===== src/rtl/pipe_hazard_ctrl_pkg.sv =====
// pipe_pkg: shared state encoding and constants for the pipeline hazard controller
package pipe_pkg;
  typedef enum logic [1:0] {RUN = 2'd0, LOAD_STALL = 2'd1, FREEZE = 2'd2, FLUSH = 2'd3} hz_state_t;
  localparam logic [4:0] REG_ZERO = 5'd0;
  localparam logic [31:0] NOP = 32'h0;
endpackage


===== src/rtl/pipe_hazard_ctrl_hazard_detect.sv =====
// hazard_detect: combinational load-use comparator between the ID instruction and the load in EX
module hazard_detect
  import pipe_pkg::*;
(
  input  logic [4:0] id_rs,
  input  logic [4:0] id_rt,
  input  logic       id_uses_rt,
  input  logic       ex_memread,
  input  logic [4:0] ex_rt,
  output logic       hazard
);
  always_comb
    hazard = ex_memread && ex_rt != REG_ZERO && (ex_rt == id_rs || (id_uses_rt && ex_rt == id_rt));
endmodule


===== src/rtl/pipe_hazard_ctrl.sv =====
// pipe_hazard_ctrl: stall/flush/freeze sequencer for the 5-stage pipeline; HAZARD_PERF_EN adds perf counters
module pipe_hazard_ctrl
  import pipe_pkg::*;
#(
  parameter int FLUSH_CYCLES = 2,
  parameter int MAX_FREEZE   = 255,
  parameter int CNT_W        = 16
) (
  input  logic             clk,
  input  logic             rst,
  input  logic [4:0]       id_rs,
  input  logic [4:0]       id_rt,
  input  logic             id_uses_rt,
  input  logic             ex_memread,
  input  logic [4:0]       ex_rt,
  input  logic             mem_branch_taken,
  input  logic             ext_stall,
  output logic             pc_write,
  output logic             ifid_write,
  output logic             ifid_flush,
  output logic             idex_flush,
  output logic             exmem_flush,
  output logic             freeze_timeout,
`ifdef HAZARD_PERF_EN
  output logic [CNT_W-1:0] stall_cnt,
  output logic [CNT_W-1:0] flush_cnt,
  output logic [CNT_W-1:0] freeze_cnt,
`endif
  output logic [1:0]       state_o
);
  localparam int FW = $clog2(MAX_FREEZE + 1);
  localparam logic [2:0] FL_RELOAD = 3'(FLUSH_CYCLES - 1);
  localparam logic [FW-1:0] FRZ_MAX = FW'(MAX_FREEZE);
  hz_state_t state_q, state_d;
  logic [2:0] fl_q, fl_d;
  logic [FW-1:0] frz_q, frz_d;
  logic tmo_q, tmo_d;
  logic hazard;
  hazard_detect u_hd (
    .id_rs(id_rs), .id_rt(id_rt), .id_uses_rt(id_uses_rt),
    .ex_memread(ex_memread), .ex_rt(ex_rt), .hazard(hazard)
  );
  always_comb begin
    state_d = state_q;
    fl_d = fl_q;
    frz_d = frz_q;
    pc_write = 1'b1;
    ifid_write = 1'b1;
    ifid_flush = 1'b0;
    idex_flush = 1'b0;
    exmem_flush = 1'b0;
    case (state_q)
      FREEZE: begin
        pc_write = 1'b0;
        ifid_write = 1'b0;
        state_d = ext_stall ? FREEZE : RUN;
        frz_d = !ext_stall ? '0 : frz_q == FRZ_MAX ? frz_q : frz_q + 1'b1;
      end
      FLUSH: begin
        ifid_flush = 1'b1;
        idex_flush = 1'b1;
        exmem_flush = mem_branch_taken;
        pc_write = mem_branch_taken || !ext_stall;
        fl_d = mem_branch_taken ? FL_RELOAD : ext_stall ? fl_q : fl_q - 3'd1;
        state_d = (!mem_branch_taken && !ext_stall && fl_q == 3'd1) ? RUN : FLUSH;
      end
      default: begin
        state_d = RUN;
        if (mem_branch_taken) begin
          ifid_flush = 1'b1;
          idex_flush = 1'b1;
          exmem_flush = 1'b1;
          fl_d = FL_RELOAD;
          state_d = FLUSH_CYCLES > 1 ? FLUSH : RUN;
        end else if (ext_stall) begin
          pc_write = 1'b0;
          ifid_write = 1'b0;
          frz_d = FW'(1);
          state_d = FREEZE;
        end else if (hazard && state_q == RUN) begin
          // the bubble enters EX this cycle, so LOAD_STALL never re-stalls
          pc_write = 1'b0;
          ifid_write = 1'b0;
          idex_flush = 1'b1;
          state_d = LOAD_STALL;
        end
      end
    endcase
    tmo_d = tmo_q || frz_d == FRZ_MAX;
  end
  always_ff @(posedge clk) begin
    if (rst) begin
      state_q <= RUN;
      fl_q <= '0;
      frz_q <= '0;
      tmo_q <= 1'b0;
    end else begin
      state_q <= state_d;
      fl_q <= fl_d;
      frz_q <= frz_d;
      tmo_q <= tmo_d;
    end
  end
  assign freeze_timeout = tmo_q;
  assign state_o = state_q;
`ifdef HAZARD_PERF_EN
  logic [CNT_W-1:0] stall_cnt_q, stall_cnt_d, flush_cnt_q, flush_cnt_d, freeze_cnt_q, freeze_cnt_d;
  always_comb begin
    stall_cnt_d = stall_cnt_q + CNT_W'(state_q == LOAD_STALL && !(&stall_cnt_q));
    flush_cnt_d = flush_cnt_q + CNT_W'(ifid_flush && !(&flush_cnt_q));
    freeze_cnt_d = freeze_cnt_q + CNT_W'(state_q == FREEZE && !(&freeze_cnt_q));
  end
  always_ff @(posedge clk) begin
    if (rst) begin
      stall_cnt_q <= '0;
      flush_cnt_q <= '0;
      freeze_cnt_q <= '0;
    end else begin
      stall_cnt_q <= stall_cnt_d;
      flush_cnt_q <= flush_cnt_d;
      freeze_cnt_q <= freeze_cnt_d;
    end
  end
  assign stall_cnt = stall_cnt_q;
  assign flush_cnt = flush_cnt_q;
  assign freeze_cnt = freeze_cnt_q;
`endif
endmodule


===== config.mk =====
export PLATFORM = sky130hd
export DESIGN_NAME = pipe_hazard_ctrl
export DESIGN_NICKNAME = d
export VERILOG_FILES = /design/src/rtl/pipe_hazard_ctrl_pkg.sv /design/src/rtl/pipe_hazard_ctrl_hazard_detect.sv /design/src/rtl/pipe_hazard_ctrl.sv
export SDC_FILE = /design/constraint.sdc
export NUM_CORES = 1
export LEC_CHECK = 0
export ABC_AREA = 1
export CAP_MARGIN = 20
export CORE_UTILIZATION = 44
export DETAILED_ROUTE_END_ITERATION = 8
export PLACE_DENSITY = 0.87
export SETUP_SLACK_MARGIN = 0.5
export SYNTH_ARGS = -nofsm -noshare
export SYNTH_HDL_FRONTEND = slang
export SYNTH_SLANG_ARGS = --single-unit

===== constraint.sdc =====
create_clock -name clk -period 1.5 [get_ports clk]
set_input_delay 0.225 -clock clk [delete_from_list [all_inputs] [get_ports clk]]
set_output_delay 0.225 -clock clk [all_outputs]
set_load 0.01 [all_outputs]

---- After elaboration in Yosys (flattened, before gate mapping) ----
Cells that the tools add are included.
storage, ports and cells
  input bits .............................. 21
  logic and storage cells ................. 57
  output and inout port bits .............. 8
  register bits ........................... 14
operators by class
  muxes and demuxes ....................... 27
  reduce and logical (&&, ||, !) cells .... 15
  add/sub/neg operators ................... 2
  equal/unequal tests ..................... 8
  bitwise logic cells ..................... 1
operators with widths
  cell                                                                   count
  8-bit 2-to-1 mux                                                       4
  8-bit equality test, second input constant                             2
  8-bit case mux with 2 select lines                                     1
  5-bit equality test                                                    2
  1-bit case mux with 2 select lines                                     5
  3-bit 2-to-1 mux                                                       3
  8-bit by 1-bit adder with 8-bit output, second input constant          1
  1-bit 2-to-1 mux                                                       8
  2-bit 2-to-1 mux                                                       4
  1-bit logical AND                                                      6
  3-bit case mux with 2 select lines                                     1
  5-bit nonzero test                                                     1
  2-bit equality test, second input constant                             2
  2-bit case mux with 2 select lines                                     1
  3-bit by 1-bit equality test with 1-bit output, second input constant  1
  1-bit logical OR                                                       3
  3-bit AND reduction                                                    1
  3-bit by 1-bit subtractor with 3-bit output, second input constant     1
  1-bit logical NOT                                                      2
  2-bit logical NOT                                                      1
  2-bit inequality test, second input constant                           1
  2-bit nonzero test                                                     1
  1-bit inverter                                                         1

---- Logic depth before layout (Yosys ltp) ----
  word-level depth ........................ 9
  gate-level depth with buffers ........... 11
  mapped depth without buffers ............ 11

---- Hierarchy ----
From an unflattened synthesis, not the netlist that was laid out.
second synthesis, totals
  cell total of the unflattened synthesis .. 213
  area total of the unflattened synthesis .. 1199.9 um2
modules (own cells, without submodules)
  module            area an instance (um2)  cells an instance  sequential area each (um2)  instances
  pipe_hazard_ctrl  993.5                   161                280.3                       1
  hazard_detect     206.4                   52                 0.0                         1

---- Worst setup path after synthesis ----
Ideal clock, no wire load.
  path type ............................... register to register
  start ................................... register frz_q[1]
  end ..................................... register tmo_q (netlist: freeze_timeout)
  library setup time ...................... 0.067 ns
  arrival ................................. 1.370 ns
  clock period less this slack ............ 1.437 ns
  slack ................................... 0.063 ns
  data required time ...................... 1.433 ns
  buffers on the path ..................... 0
  cell stages (with the launch flop) ...... 12
  cells stage by stage .................... dfxtp_1 > ha_1 > nand2_2 > nor2_4 > nand2_2 > nand2_1 > nand2_1 > a21oi_2 > nand2_1 > nor2_1 > nand2_1 > a21oi_2
between the ends
  word-level cells in the longest chain between the ends .. 6
  elaborated cells on any way between the ends .. 9
  classes of those cells .................. 1 x add/sub; 2 x eq/ne; 5 x mux; 1 x reduce/logical
RTL lines
  item                                                                           line                     source
  start: declaration                                                             pipe_hazard_ctrl.sv:36   logic [FW-1:0] frz_q, frz_d;
  start signal: assignment                                                       pipe_hazard_ctrl.sv:100  frz_q <= frz_d;
  8-bit by 1-bit adder with 8-bit output or 8-bit equality test (tied branches)  pipe_hazard_ctrl.sv:57   frz_d = !ext_stall ? '0 : frz_q == FRZ_MAX ? frz_q : frz_q + 1'b1;
  8-bit 2-to-1 mux (2 in a row)                                                  pipe_hazard_ctrl.sv:57
  8-bit case mux with 2 select lines *                                           pipe_hazard_ctrl.sv:52   case (state_q)
  8-bit equality test *                                                          pipe_hazard_ctrl.sv:89   tmo_d = tmo_q || frz_d == FRZ_MAX;
  1-bit logical OR *                                                             pipe_hazard_ctrl.sv:89
  end signal: assignment                                                         pipe_hazard_ctrl.sv:101  tmo_q <= tmo_d;
  end: declaration                                                               pipe_hazard_ctrl.sv:37   logic tmo_q, tmo_d;
Every way passes the cells marked *; elsewhere a longest branch is shown, timed or not.
A chain may end at the register's enable or synchronous reset.

---- Final worst setup path ----
  start ................................... register state_q[1] (netlist: state_o[1])
  end ..................................... output port pc_write
between the ends
  word-level cells in the longest chain between the ends .. 6
  elaborated cells on any way between the ends .. 8
  classes of those cells .................. 2 x eq/ne; 4 x mux; 2 x reduce/logical
RTL lines
  item                                  line                    source
  start: declaration                    pipe_hazard_ctrl.sv:34  hz_state_t state_q, state_d;
  start signal: assignment              pipe_hazard_ctrl.sv:98  state_q <= state_d;
  2-bit logical NOT                     pipe_hazard_ctrl.sv:80  end else if (hazard && state_q == RUN) begin
  1-bit logical AND                     pipe_hazard_ctrl.sv:80
  1-bit 2-to-1 mux                      pipe_hazard_ctrl.sv:80
  1-bit 2-to-1 mux                      pipe_hazard_ctrl.sv:75  end else if (ext_stall) begin
  1-bit 2-to-1 mux                      pipe_hazard_ctrl.sv:69  if (mem_branch_taken) begin
  1-bit case mux with 2 select lines *  pipe_hazard_ctrl.sv:52
  end: declaration                      pipe_hazard_ctrl.sv:18  output logic pc_write,
Marks and branches as above.

==> summary.md <==
| Metric | Value |
|---|---|
| Adder-Cell Fraction of Synth Area | `0.03272` |
| FF+latch area | `306.5 µm²` |
| Post-Layout Inst Area | `0.002140 mm²` |
| Final setup fails | `7` |
| CP cell instances | `inv_6 > nand4_1 > inv_1 > nand4_1 > nand2_2 > buf_6 > nor2_4 > buf_6` |
| Die Wd | `53.07 µm` |
| # fillers | `103` |
| Mux share of post-synthesis cell area | `0` |
| Post-route ant nets | `0` |
| Internal Pwr Total | `0.0007203 W` |
| Top area cells in the synthesized netlist | `dfxtp_1 24%, nand2_1 17%, inv_1 9.5%` |
| Place WS | `-0.7035 ns` |
| Post-synth cell types | `24` |
| Vias in the first global route | `1,633` |
| First drt pass iteration count | `9` |
| Num CTS Buffers | `3` |
| Total gr overflow | `0` |
| Synth async-reset ratio | `0` |
| Post-Syn Instances | `195` |
| Synth top area share | `0.2443` |
| Drt drc | `1` |
| CP Max Fanout | `5` |
| Synth Area in Simple Gates | `0.4002` |
| Flops & latches, synth | `14` |
| Clk buf depth | `2` |
| Root buffer selected by CTS | `clkbuf_4` |
| H-tree depth | `1` |
| Fin crit share | `1.132` |
| Worst Max-Slew Pin Slew | `0.2696 ns` |
| TNS Setup | `-0.7279 ns` |
| Vias | `1,712` |
| WS Path Type | `reg2out` |
| Die Y | `53.07 µm` |
| Post-Route WL | `5254 µm` |
| Clock transition at path regs | `0.10 ns` |
| Initial Util | `0.4631` |
| R2r worst-path depth | `12` |
| CP required | `1.27 ns` |
| Placed inst area | `0.001742 mm²` |
| Psw | `0.0004274 W` |
| Delay-heaviest family, CP | `buffers and inverters` |
| Area of the multi-input gates | `974.7 µm²` |
| Ys Warns | `0` |
| Clock Skews | `0.005501 ns` |
| Skew-Pair Late Insertion Delay | `0.31 ns` |
| Maximum vdd drop | `757.7 µV` |
| Critical path depth in cells | `8` |
| Hold Path Class | `in2reg` |
| Placer Congestion | `0.8602` |
| Gate power share | `0.417` |
| Syn_area_per_cell | `5.884 µm²` |
| Fraction of layout cells with a size suffix above 1 | `0.5279` |
| Post-synth EDFFs | `0` |
| Max_cap viols | `0` |
| Clock share of power | `0.224` |
| Vias per cell | `5.726` |
| All-Layer GR Usage | `0.3473` |
| Antenna cell count | `0` |
| Register share of total power | `0.358` |
| Hold slack final | `0.4674 ns` |
| Layout area overhead | `86.48%` |
| Synth Area in Compound Gates | `0.1494` |
| Post-CTS Hold Buffers | `0` |
| First-pass GRT wire length | `6996 µm` |
| Sw Share | `0.3724` |
| Wirelength per Cell | `17.57 µm` |
| CTS tree | `yes` |
| Num rows | `18` |
| Top cell type by total area after synthesis | `dfxtp_1` |
| I/O pin count | `29` |
| Sequential fraction of the synthesis area | `0.2443` |
| Die area | `0.002816 mm²` |
| Post-layout min period | `1.698 ns` |
| Leak | `0.9989 nW` |
| Slew HR | `0.8197` |
| P per Cell Area | `536.4 mW/mm²` |
| Slowest stage cell, crit path | `dfxtp_4` |
| Core area | `0.002477 mm²` |
| Hold Path Depth | `4` |
| Setup crit end kind | `output pin` |
| Synth Area in XOR/XNOR | `0.04580` |
| Maximum number of pins on one net before global-route repair | `9` |
| Outcome | `finished with violations` |
| Synth Net Count | `219` |
| Antenna violations before repair | `0` |
| Buffers and inverters on the worst path | `4` |
| Post-Syn Area | `0.001147 mm²` |
| Violations in the final reports | `DRC, setup timing` |
| Post-DP HPWL | `2691 µm` |
| Hold Violations, Final | `0` |
| First DRT Iteration DRCs | `75` |
| Ys flop type | `dfxtp_1` |
| Slowest stage delay, CP | `0.38 ns` |
| RSZ-0062 raised after global routing | `true` |
| Nets | `294` |
| Startpoint Class | `flop` |
| Final worst slack | `-0.1982 ns` |
| Slew Viols, Final | `0` |
| Largest family of logic cells by synthesized area | `simple AND/OR/NAND/NOR gates` |
| Number of I/O port buffers | `28` |
| FMAX | `588.9 MHz` |
| Crit path DAT | `1.47 ns` |
| Clock Sinks | `14` |
==> tightest hold or removal path, cell delays in order <==
cell and delay, ns:
dlygate4sd2_1 0.26, inv_2 0.09, buf_4 0.13, a21oi_2 0.04
==> logic make-up (layout without fill, tap and decap cells) <==
family | count (synthesis) | count (layout)
flip-flops | 14 | 14
buffers and inverters | 39 | 113
AO/OA/AOI/OAI | 30 | 30
AND/OR/NAND/NOR | 103 | 103
adder cells (fa/ha/maj) | 3 | 3
XOR/XNOR | 6 | 6
==> routing by layer <==
layer	global-route usage	routed length, µm
met1	0.4045	2039
met3	0.07471	390
met5	0	0
met2	0.5844	2539
met4	0.1886	284
==> flip-flops by register name, indices dropped and copies added, names as in the netlist <==
signal and count:
frz_q 8, fl_q 3, state_o 2, freeze_timeout 1
==> final timing paths <==
check                                     from             end  slack (ns)
worst max-delay path                state_o[1]        pc_write       -0.20
worst min-delay path                 ext_stall      state_o[1]        0.47
worst max register to register        frz_q[1]  freeze_timeout       -0.15
worst min register to register  freeze_timeout  freeze_timeout        0.48
==> through the flow <==
stage                     utilization  instances  total power, W
after floorplan                     -        195       0.0005787
after global placement         0.7030        280       0.0007533
after global routing           0.8636        299        0.001185
final                          0.8636        299        0.001148
after CTS                      0.7869        293        0.001041
after detailed placement       0.7030        280       0.0007644
==> layout by cell type, fill, tap and decap left out, types with 2 or more instances in the layout <==
cell type / n
nand2_4: 3
ha_1: 2
clkdlybuf4s50_1: 2
o21ai_1: 5
dfxtp_2: 6
xnor2_1: 2
nand3_1: 2
inv_2: 12
nor2_1: 14
buf_4: 28
a21oi_1: 8
nand3_2: 10
buf_6: 22
dfxtp_4: 5
nand2_2: 14
a31oi_1: 3
nand4_1: 6
nand3b_1: 2
a21oi_2: 7
nand2_1: 37
inv_4: 2
dlygate4sd2_1: 8
clkbuf_4: 3
nor2_2: 4
inv_1: 21
nor2_4: 7
xor2_1: 3
dfxtp_1: 3
a21oi_4: 4
clkdlybuf4s15_1: 4
buf_2: 5
==> power by group through the flow <==
stage	sequential [W]	combinational, W	clock, W
5_1_grt	0.000413	0.000504	0.000268
2_1_floorplan	0.000421	0.000158	0
3_3_place_gp	0.000417	0.000336	0
6_report	0.000411	0.000479	0.000258
3_5_place_dp	0.000418	0.000347	0
4_1_cts	0.000411	0.000391	0.000239
==> cell usage after synthesis, types with 4 or more instances <==
| cell | count |
|---|---|
| o21ai_0 | 6 |
| a21oi_1 | 15 |
| inv_1 | 29 |
| a21oi_2 | 4 |
| dfxtp_1 | 14 |
| nor2_1 | 20 |
| nand2_1 | 52 |
| nand4_1 | 6 |
| inv_2 | 8 |
| nand3_1 | 13 |
==> layout make-up <==
type | instances | area share
inverters | 38 | 0.07719
well taps | 30 | 0.01754
repair buffers | 71 | 0.2942
multi-input cells | 142 | 0.4556
clock buffers | 4 | 0.01228
flip-flops and latches | 14 | 0.1433
==> repair_timing <==
item                       CTS  global route
resized for setup          113            50
setup endpoints to repair   22            22
pin swaps                   28            26
setup buffers                9             6
Note: power is estimated with default switching activity, not from simulation.
